File: src/rtl/video_timing_gen.sv
// ============================================================================
// Module      : video_timing_gen
// Description : Raster position counters with registered, coherent
//               sync / blanking / line-start / frame-start decode.
// Revision    : 1.0 - initial release
// ============================================================================
`default_nettype none

module video_timing_gen #(
  parameter int H_ACTIVE = 1280,
  parameter int H_FP     = 110,
  parameter int H_SYNC   = 40,
  parameter int H_BP     = 220,
  parameter int V_ACTIVE = 720,
  parameter int V_FP     = 5,
  parameter int V_SYNC   = 5,
  parameter int V_BP     = 20,
  parameter bit H_POL    = 1'b1,
  parameter bit V_POL    = 1'b1
) (
  input  logic        pixclk,
  input  logic        rst_n,
  input  logic        en,
  output logic [10:0] counterX,
  output logic [9:0]  counterY,
  output logic        hsync,
  output logic        vsync,
  output logic        de,
  output logic        line_start,
  output logic        frame_start
);

  localparam int          c_h_total  = H_ACTIVE + H_FP + H_SYNC + H_BP;
  localparam int          c_v_total  = V_ACTIVE + V_FP + V_SYNC + V_BP;
  localparam logic [10:0] c_x_last   = 11'(c_h_total - 1);
  localparam logic [9:0]  c_y_last   = 10'(c_v_total - 1);
  // 12-bit compare bounds so porch sums cannot overflow the counter widths
  localparam logic [11:0] c_h_act    = 12'(H_ACTIVE);
  localparam logic [11:0] c_hs_start = 12'(H_ACTIVE + H_FP);
  localparam logic [11:0] c_hs_end   = 12'(H_ACTIVE + H_FP + H_SYNC);
  localparam logic [11:0] c_v_act    = 12'(V_ACTIVE);
  localparam logic [11:0] c_vs_start = 12'(V_ACTIVE + V_FP);
  localparam logic [11:0] c_vs_end   = 12'(V_ACTIVE + V_FP + V_SYNC);

  logic [10:0] r_x;
  logic [9:0]  r_y;
  logic        r_hs;
  logic        r_vs;
  logic        r_de;
  logic        r_ls;
  logic        r_fs;

  logic        w_x_wrap;
  logic [10:0] w_nx;
  logic [9:0]  w_ny;
  logic [11:0] w_nx12;
  logic [11:0] w_ny12;
  logic        w_de;
  logic        w_hs;
  logic        w_vs;
  logic        w_ls;
  logic        w_fs;

  // Decode from the next-state position so registered outputs line up with
  // the registered counters on the same cycle.
  always_comb begin
    w_x_wrap = (r_x == c_x_last);
    w_nx     = w_x_wrap ? 11'd0 : r_x + 11'd1;
    w_ny     = r_y;
    if (w_x_wrap) begin
      w_ny = (r_y == c_y_last) ? 10'd0 : r_y + 10'd1;
    end
    w_nx12 = {1'b0, w_nx};
    w_ny12 = {2'b0, w_ny};
    w_de   = (w_nx12 < c_h_act) && (w_ny12 < c_v_act);
    w_hs   = ((w_nx12 >= c_hs_start) && (w_nx12 < c_hs_end)) ? H_POL : ~H_POL;
    w_vs   = ((w_ny12 >= c_vs_start) && (w_ny12 < c_vs_end)) ? V_POL : ~V_POL;
    w_ls   = (w_nx == 11'd0);
    w_fs   = w_ls && (w_ny == 10'd0);
  end

  always_ff @(posedge pixclk or negedge rst_n) begin
    if (!rst_n) begin
      r_x  <= c_x_last;
      r_y  <= c_y_last;
      r_hs <= ~H_POL;
      r_vs <= ~V_POL;
      r_de <= 1'b0;
      r_ls <= 1'b0;
      r_fs <= 1'b0;
    end else if (en) begin
      r_x  <= w_nx;
      r_y  <= w_ny;
      r_hs <= w_hs;
      r_vs <= w_vs;
      r_de <= w_de;
      r_ls <= w_ls;
      r_fs <= w_fs;
    end
  end

  assign counterX    = r_x;
  assign counterY    = r_y;
  assign hsync       = r_hs;
  assign vsync       = r_vs;
  assign de          = r_de;
  assign line_start  = r_ls;
  assign frame_start = r_fs;

endmodule

`default_nettype wire

File: config.mk
export PLATFORM = sky130hd
export DESIGN_NAME = video_timing_gen
export DESIGN_NICKNAME = d
export VERILOG_FILES = /design/src/rtl/video_timing_gen.sv
export SDC_FILE = /design/constraint.sdc
export NUM_CORES = 1
export LEC_CHECK = 0
export ABC_AREA = 1
export CORE_UTILIZATION = 50
export CTS_CLUSTER_SIZE = 25
export DETAILED_ROUTE_END_ITERATION = 7
export PLACE_DENSITY = 0.75
export SYNTH_ARGS = -nofsm -noshare
export SYNTH_HDL_FRONTEND = slang
export SYNTH_SLANG_ARGS = --single-unit
File: constraint.sdc
create_clock -name pixclk -period 2.37 [get_ports pixclk]
set_clock_uncertainty 0.05 [all_clocks]
set_input_delay 0.474 -clock pixclk [delete_from_list [all_inputs] [get_ports pixclk]]
set_output_delay 0.474 -clock pixclk [all_outputs]
set_load 0.01 [all_outputs]
* After elaboration in Yosys (flattened, before gate mapping)
Index checks and enable logic that the tools add are counted.
W data, S select, Z words.
** Storage, ports and cells
- Register bits :: 26
- Word-level logic and storage cells :: 28
- Output and inout port bits :: 26
- Input port bits :: 3
** Operators by class
- Add/subtract/negate cells :: 2
- Eq/ne operators :: 2
- Magnitude comparators :: 6
- Reductions and logical operators :: 6
- Muxes and demuxes :: 5
** Operator list (number)
- $lt A11 B11 Y1 const B :: 2
- $lt A10 B10 Y1 const B :: 2
- $mux W10 :: 2
- $add A11 B1 Y11 const B :: 1
- $eq A11 B11 Y1 const B :: 1
- $ge A11 B11 Y1 const B :: 1
- $logic_not A11 Y1 :: 1
- $mux W11 :: 1
- $add A10 B1 Y10 const B :: 1
- $eq A10 B10 Y1 const B :: 1
- $ge A10 B10 Y1 const B :: 1
- $logic_not A10 Y1 :: 1
- $logic_and A1 B1 Y1 :: 4
- $mux W1 :: 2

* Depth between registers and ports, before layout
Gate-level depths: netlist (run 1).
- Word-level depth :: 6
- Mapped depth :: 15
- Depth with buffers taken out :: 15

* Worst setup path before layout (run 1)
Ideal clock, no wire load.
- Path type :: reg-to-reg
- From :: register r_x[0], in the netlist counterX[0]
- To :: register r_de, in the netlist de
- Buffers on the path :: 0
- Data required time :: 2.204 ns
- Cell stages (with the launch flop) :: 12
- Path slack :: 0.564 ns
- Arrival :: 1.639 ns
- Library setup time :: 0.116 ns
- Clock period less this slack :: 1.806 ns
- Cells stage by stage :: dfstp_2 > ha_1 > inv_1 > nor2_2 > nand3b_4 > nand2_1 > inv_1 > a21oi_1 > nor2_1 > nand3b_1 > nand2_1 > nand2_1
** Between the ends
- Cells in the longest elaborated chain, start to end :: 4
- Elaborated cells on any way between the ends :: 7
- Those cells by class :: add/sub: 1; order compare: 2; eq/ne: 1; mux: 2; reduce/logical: 1
** RTL lines
- from (decl) :: line 45 : logic [10:0] r_x;
- from (signal assigned) :: line 84 : r_x <= c_x_last;
- from (signal assigned) :: line 92 : r_x <= w_nx;
- $add A11 B1 Y11 or $eq A11 B11 Y1 (tied branches) :: line 68, 67
- $mux W11 or $mux W10 (tied branches) :: line 68, 70
- $lt A11 B11 Y1 or $lt A10 B10 Y1 (tied branches) :: line 75 : w_de = (w_nx12 < c_h_act) && (w_ny12 < c_v_act);
- $logic_and A1 B1 Y1 (*) :: line 75
- to (signal assigned) :: line 96 : r_de <= w_de;
- to (decl) :: line 49 : logic r_de;
Mark *: on every way between the ends. The rest lies on a longest branch, timed or not.
A chain may end at the register's enable or synchronous reset.

* Final worst setup path (run 1)
- From :: register r_x[0], in the netlist counterX[0]
- To :: register r_fs, in the netlist frame_start
** Between the ends
- Cells in the longest elaborated chain, start to end :: 4
- Elaborated cells on any way between the ends :: 7
- Those cells by class :: add/sub: 1; eq/ne: 1; mux: 2; reduce/logical: 3
** RTL lines
- $add A11 B1 Y11 or $eq A11 B11 Y1 (tied branches) :: line 68, 67
- $mux W11 or $mux W10 (tied branches) :: line 68, 70
- $logic_not A11 Y1 or $logic_not A10 Y1 (tied branches) :: line 78, 79
- $logic_and A1 B1 Y1 (*) :: line 79 : w_fs = w_ls && (w_ny == 10'd0);
- to (signal assigned) :: line 98 : r_fs <= w_fs;
- to (decl) :: line 51 : logic r_fs;
Marked as above.

==> summary.txt, run 1 <==
Run status
  – Status: complete, no violations

Yosys
  – Mapped Area: 1950 sq um
  – Seq cells post-synth: 26
  – Avg Inst Size Synth: 6.69 sq um
  – Sequential-to-total area share from yosys stat: 0.341
  – Syn. warnings: 0
  – Post-Synthesis Cells: 292
  – Post-Synthesis Net Count: 299
  – Post-synth cell types: 26

Finish
  – Commonest non-fill, non-tap cell in the layout: nand2_1
  – Most frequent cells in the layout: nand2_1 (91), nor2_1 (38), inv_1 (31), clkdlybuf4s50_1 (28), o21ai_0 (25)
  – Final Non-Filler Cells: 369
  – Layout cell share with drive strength beyond 1: 0.140
  – Layout Nets: 329
  – N_diodes: 0
  – Synth-to-Final Area Change: 19.3%

CTS
  – Clock slew at reported path FFs: 90 ps
  – TritonCTS Buffers: 3
  – Hold_buf cts: 0
  – Root buf cell: clkbuf_8
  – Max H-tree Level: 1
  – Post-CTS setup buffers: 0
  – CTS tree: yes
  – Clk buf depth: 2
  – CTS Sinks: 26
  – Post_cts resized: 0
  – Worst skew pair latency: 270 ps

Critical path
  – CP arrival: 2310 ps
  – Crit-path max FO: 13
  – Reg2Reg Setup Slack: 230 ps
  – Crit path to: frame_start$_DFFE_PN0P_
  – Worst Setup SP: counterX[0]$_DFFE_PN1P_
  – Worst reg2reg startpoint: counterX[0]$_DFFE_PN1P_
  – R2R depth: 11
  – WS Path Type: flip-flop to flip-flop
  – Crit end category: flip-flop
  – Crit path launch type: flip-flop
  – WP data required: 2540 ps
  – R2r endpoint: frame_start$_DFFE_PN0P_

Detailed routing
  – DR vias/cell: 5.12
  – Number of DRC markers in iteration 0: 130
  – DRC viols: 0
  – Avg WL per Cell: 12.1 um
  – Via count: 1,890
  – Final WL: 4470 um
  – ANT nets after route: 0
  – Drt pass-1 iters: 4

Die
  – # IOs: 29
  – Core area: 3720 sq um
  – Die height: 64.5 um
  – Row cnt: 22
  – DIE AREA: 4160 sq um
  – Die width: 64.5 um
  – Initial core utilization: 0.526

STA
  – Worst-Margin Slew: 328 ps
  – Max-slew headroom: 0.780
  – Max-slew violations: 0
  – Fmax: 467 MHz
  – Setup-failing EPs final: 0
  – Final Hold Violating Endpoints: 0
  – Setup TNS: 0 ps
  – Period minus WS final: 2140 ps
  – Crit share post-route: 0.903
  – RSZ-0062 raised after global routing: false

Power and ir drop
  – P_leak: 1.06 nW
  – Switch Pwr: 0.714 mW
  – Peak supply drop: 0.386 mV
  – Pint: 1.03 mW
  – Clock Power Share: 0.149
  – Comb pwr share: 0.443
  – Sw frac: 0.409
  – Power per cell area: 749 nW/um^2
  – Sequential Power Share: 0.408

Global routing
  – GRT overflow: 0
  – Largest net degree at the start of global routing: 27
  – Vias in the first global route: 1,703
  – Total GRT Usage: 0.244
  – Antenna violations before repair: 0
  – First-pass GRT wire length: 7910 um

Placement
  – Number of port buffers: 28
  – Placed cell count: 365
  – Hpwl dp: 3430 um
  – GP Congestion: 0.858

Job
  – Max Cap Viol: 0

Worst hold path
  – Hold Path Class: flip-flop to flip-flop
## critical path, stage by stage, from the launching register on
cell     delay (ps)
dfstp_2         580
ha_1            180
nand2_1          60
nor2_1          160
nand3_2         260
nand2_1         190
nand3_1         100
nor2_1          140
nand3_1         130
nor2_1          110
nand3_1          80
nand2_1          60
## cells in the mapped netlist (all sizes together)
| cell | instances | share of area |
|---|---|---|
| inv | 35 | 0.067 |
| nand3 | 29 | 0.087 |
| nand4 | 2 | 0.0064 |
| nor3 | 1 | 0.0051 |
| nand3b | 4 | 0.022 |
| o21ai | 27 | 0.069 |
| buf | 3 | 0.014 |
| a21o | 1 | 0.0038 |
| dfstp | 13 | 0.17 |
| a21oi | 3 | 0.0077 |
| ha | 4 | 0.026 |
| xor2 | 4 | 0.018 |
| o21a | 1 | 0.0038 |
| dfrtp | 13 | 0.17 |
| nor2 | 45 | 0.11 |
| o21bai | 5 | 0.019 |
| clkbuf | 5 | 0.0096 |
| nand2 | 97 | 0.19 |
## cell families after synthesis
kind of cell / after synthesis / synth area share
AOI/OAI and AO/OA: 37 / 0.104
and+or+nand+nor: 178 / 0.420
xor gates and xnor gates: 4 / 0.0179
adders and majority gates: 4 / 0.0256
buffers and inverters: 43 / 0.0910
DFF: 26 / 0.341
## power groups by stage
stage | registers, mW | logic [mW] | clock network, mW
after global placement | 0.715 | 0.764 | 0
after global routing | 0.732 | 0.866 | 0.289
after floorplan | 0.717 | 0.478 | 0
final | 0.713 | 0.774 | 0.259
after detailed placement | 0.718 | 0.771 | 0
after CTS | 0.711 | 0.776 | 0.265
## how the worst min path moves through the flow
stage                             from  depth (start not counted)                 endpoint
2_1_floorplan                    rst_n                          0  counterX[1]$_DFFE_PN0P_
3_3_place_gp         hsync$_DFFE_PN0P_                          2        hsync$_DFFE_PN0P_
3_5_place_dp            de$_DFFE_PN0P_                          2           de$_DFFE_PN0P_
4_1_cts        frame_start$_DFFE_PN0P_                          2  frame_start$_DFFE_PN0P_
5_1_grt        frame_start$_DFFE_PN0P_                          2  frame_start$_DFFE_PN0P_
6_report       frame_start$_DFFE_PN0P_                          2  frame_start$_DFFE_PN0P_
## final cells by class
cell class                      instances  area (sq um)
Fill cell                             367          1390
Clock buffer                            4          45.0
Multi-Input combinational cell        223          1110
Timing Repair Buffer                   33           318
Tap cell                               48          60.1
Sequential cell                        26           667
Inverter                               35           131
## sequential cells by signal, summed over array words and instances (netlist names)
| name | cells |
|---|---|
| counterX | 11 |
| hsync | 1 |
| counterY | 10 |
| vsync | 1 |
| line_start | 1 |
| frame_start | 1 |
| de | 1 |
## stage by stage
step / utilization / hold WS, ps / instance area [sq um] / setup WS, ps / total power, mW
2_1_floorplan: - / 128 / 1950 / 564 / 1.20
3_3_place_gp: 0.615 / 415 / 2280 / 257 / 1.48
3_5_place_dp: 0.615 / 415 / 2280 / 239 / 1.49
4_1_cts: 0.627 / 448 / 2330 / 229 / 1.75
5_1_grt: 0.627 / 475 / 2330 / 25.7 / 1.89
6_report: 0.627 / 444 / 2330 / 230 / 1.75
## layer usage
layer / vias to the layer above / track usage / share of wire
met5: - / 0 / 0
met4: 0 / 0.0778 / 0.011
met3: 5 / 0.0335 / 0.060
met2: 54 / 0.367 / 0.42
met1: 849 / 0.358 / 0.51
li1: 982 / - / -
Power figures use the tool's default switching activity.
==> run 2, diff against run 1 <==
- CAP_MARGIN: not set -> 20
==> results of run 2 <==
Final layout, timing and power as in run 1 (identical DEF).
==> run 3, diff against run 2 <==
--- a/config.mk
+++ b/config.mk
@@ -9,6 +9,7 @@
 export CAP_MARGIN = 20
-export CORE_UTILIZATION = 50
+export CORE_UTILIZATION = 49
 export CTS_CLUSTER_SIZE = 25
 export DETAILED_ROUTE_END_ITERATION = 7
-export PLACE_DENSITY = 0.75
+export PLACE_DENSITY = 0.76
+export SKIP_CTS_REPAIR_TIMING = 1
 export SYNTH_ARGS = -nofsm -noshare
==> constraint.sdc (replaced) <==
create_clock -name pixclk -period 1.7 [get_ports pixclk]
set_clock_uncertainty 0.05 [all_clocks]
set_input_delay 0.255 -clock pixclk [delete_from_list [all_inputs] [get_ports pixclk]]
set_output_delay 0.255 -clock pixclk [all_outputs]
set_load 0.01 [all_outputs]
==> run 3 against run 2 <==
The flow now finishes with violations (negative setup slack). Clock-buffer cell count unchanged. Fmax increased by 5.4%. Non-clock buffer count increased by 55. Register-to-register slack got worse by 560 ps. Design area increased by 31%. Cell count increased by 15%. Sequential cell count unchanged. Combinational power increased by 140%. First-iteration DRC count increased by 56%. Utilization increased by 19 points. Critical path type unchanged.
==> summary.txt, run 3 (same netlist as run 1, synthesis figures left out) <==
Run status
  – Status: complete, but fails checks (was complete, no violations)
  – Violated checks: negative setup slack

CTS
  – Clk buf depth: 2 (unchanged)
  – CTS Sinks: 26 (unchanged)
  – Max H-tree Level: 1 (unchanged)
  – Clock slew at reported path FFs: 100 ps (was 90 ps)
  – Root buf cell: clkbuf_8 (unchanged)
  – CTS tree: yes (unchanged)
  – Worst skew pair latency: 280 ps (was 270 ps)
  – TritonCTS Buffers: 3 (unchanged)

Placement
  – Number of port buffers: 28 (unchanged)
  – Placed cell areas: 2700 sq um (was 2280 sq um)
  – Hpwl dp: 4160 um (was 3430 um)
  – Place WS: -258 ps (was 239 ps)
  – GP Congestion: 0.916 (was 0.858)

Worst hold path
  – Hold Path Class: input port to asynchronous set/reset pin (was flip-flop to flip-flop)

Detailed routing
  – Avg WL per Cell: 15.3 um (was 12.1 um)
  – Final WL: 6480 um (was 4470 um)
  – DRC viols: 0 (unchanged)
  – Number of DRC markers in iteration 0: 203 (was 130)
  – Drt pass-1 iters: 5 (was 4)
  – Via count: 2,318 (was 1,890)
  – ANT nets after route: 0 (unchanged)
  – DR vias/cell: 5.47 (was 5.12)

Global routing
  – GRT overflow: 0 (unchanged)
  – Largest net degree at the start of global routing: 27 (unchanged)
  – Antenna violations before repair: 0 (unchanged)
  – First-pass GRT wire length: 8970 um (was 7910 um)
  – Vias in the first global route: 2,001 (was 1,703)
  – Total GRT Usage: 0.274 (was 0.244)

STA
  – RSZ-0062 raised after global routing: true (was false)
  – Max-slew headroom: 0.764 (was 0.780)
  – Final Hold Violating Endpoints: 0 (unchanged)
  – Setup WS post-layout: -330 ps (was 230 ps)
  – Fmax: 493 MHz (was 467 MHz)
  – Max-slew violations: 0 (unchanged)
  – Setup TNS: -2310 ps (was 0 ps)
  – WHS: 279 ps (was 444 ps)
  – Period minus WS final: 2030 ps (was 2140 ps)
  – Crit share post-route: 1.19 (was 0.903)
  – Setup-failing EPs final: 16 (was 0)
  – Worst-Margin Slew: 354 ps (was 328 ps)

Power and ir drop
  – Design Power: 3.15 mW (was 1.75 mW)
  – P_leak: 1.57 nW (was 1.06 nW)
  – Peak supply drop: 0.611 mV (was 0.386 mV)
  – Power per cell area: 1030 nW/um^2 (was 749 nW/um^2)

Critical path
  – R2r endpoint: vsync$_DFFE_PN0P_ (was frame_start$_DFFE_PN0P_)
  – Crit path launch type: flip-flop (unchanged)
  – Worst Setup SP: counterX[0]$_DFFE_PN1P_ (unchanged)
  – CP arrival: 2210 ps (was 2310 ps)
  – R2R depth: 14 (was 11)
  – Reg2Reg Setup Slack: -330 ps (was 230 ps)
  – Worst reg2reg startpoint: counterX[0]$_DFFE_PN1P_ (unchanged)
  – WP data required: 1880 ps (was 2540 ps)
  – WS Path Type: flip-flop to flip-flop (unchanged)
  – Crit-path max FO: 6 (was 13)
  – Crit end category: flip-flop (unchanged)

Finish
  – N_diodes: 0 (unchanged)
  – Largest register FFs: 11 (unchanged)
  – Synth-to-Final Area Change: 56.7% (was 19.3%)
  – Layout Nets: 384 (was 329)
  – Post-Layout Inst Area: 3060 sq um (was 2330 sq um)
  – Layout cell share with drive strength beyond 1: 0.404 (was 0.140)
  – Commonest non-fill, non-tap cell in the layout: nand2_1 (unchanged)
  – Most frequent cells in the layout: nand2_1 (80), buf_4 (53), inv_1 (28), nor2_1 (25), nand2_2 (17) (was nand2_1 (91), nor2_1 (38), inv_1 (31), clkdlybuf4s50_1 (28), o21ai_0 (25))

Die
  – Die height: 65.1 um (was 64.5 um)
  – DIE AREA: 4240 sq um (was 4160 sq um)
  – Row cnt: 22 (unchanged)
  – Die width: 65.1 um (was 64.5 um)
  – Initial core utilization: 0.522 (was 0.526)
  – Core area: 3740 sq um (was 3720 sq um)
  – # IOs: 29 (unchanged)

Job
  – Max Cap Viol: 0 (unchanged)
[run 3: cell count changes in the layout (fill, tap and decap cells not counted), sizes merged]
cell           before  now
buf                 5   60
clkdlybuf4s50      28   14
dlymetal6s2s        0   14
[run 3: stage by stage]
step                      cells  utilization
final                       424        0.818
after global routing        424        0.818
after CTS                   415        0.732
after detailed placement    411        0.720
after global placement      411        0.720
after floorplan             292            -
[run 3: worst max-delay path, cell delays in order (launching register included)]
cell	delay [ps]
dfstp_2	570
ha_4	150
inv_4	50
nor2_4	90
nand3_2	90
nor2_4	150
buf_12	130
nand3_2	70
nand2_2	110
nand3_4	90
nor2_4	120
nand2_1	50
nor2_1	110
nand2_1	70
nand2_1	60
[run 3: per-layer routing]
metal  GRT usage  vias up  wire (um)
met4      0.0978        0        189
li1            -     1090          -
met3      0.0226       22        419
met2       0.430      121       3140
met5           0        -          0
met1       0.395     1085       2740
[run 3: area by class of cell]
| cell class | count | area, sq um |
|---|---|---|
| Clock buffer | 4 | 45.0 |
| Fill cell | 245 | 683 |
| Inverter | 35 | 134 |
| Multi-Input combinational cell | 223 | 1340 |
| Sequential cell | 26 | 669 |
| Tap cell | 48 | 60.1 |
| Timing Repair Buffer | 88 | 810 |
[run 3: report_power, final]
part	internal (mW)	switching, mW	leakage [nW]
registers	0.793	0.133	0.304
clock network	0.169	0.221	0.0228
logic	0.856	0.980	1.24
[run 3: worst max-delay path by stage]
stage                              to  depth (start not counted)  slack (ps)
floorplan              de$_DFFE_PN0P_                         12         -50
global placement    vsync$_DFFE_PN0P_                         12        -230
detailed placement  vsync$_DFFE_PN0P_                         14        -260
CTS                 vsync$_DFFE_PN0P_                         14        -290
global route        vsync$_DFFE_PN0P_                         14        -430
finish              vsync$_DFFE_PN0P_                         14        -330
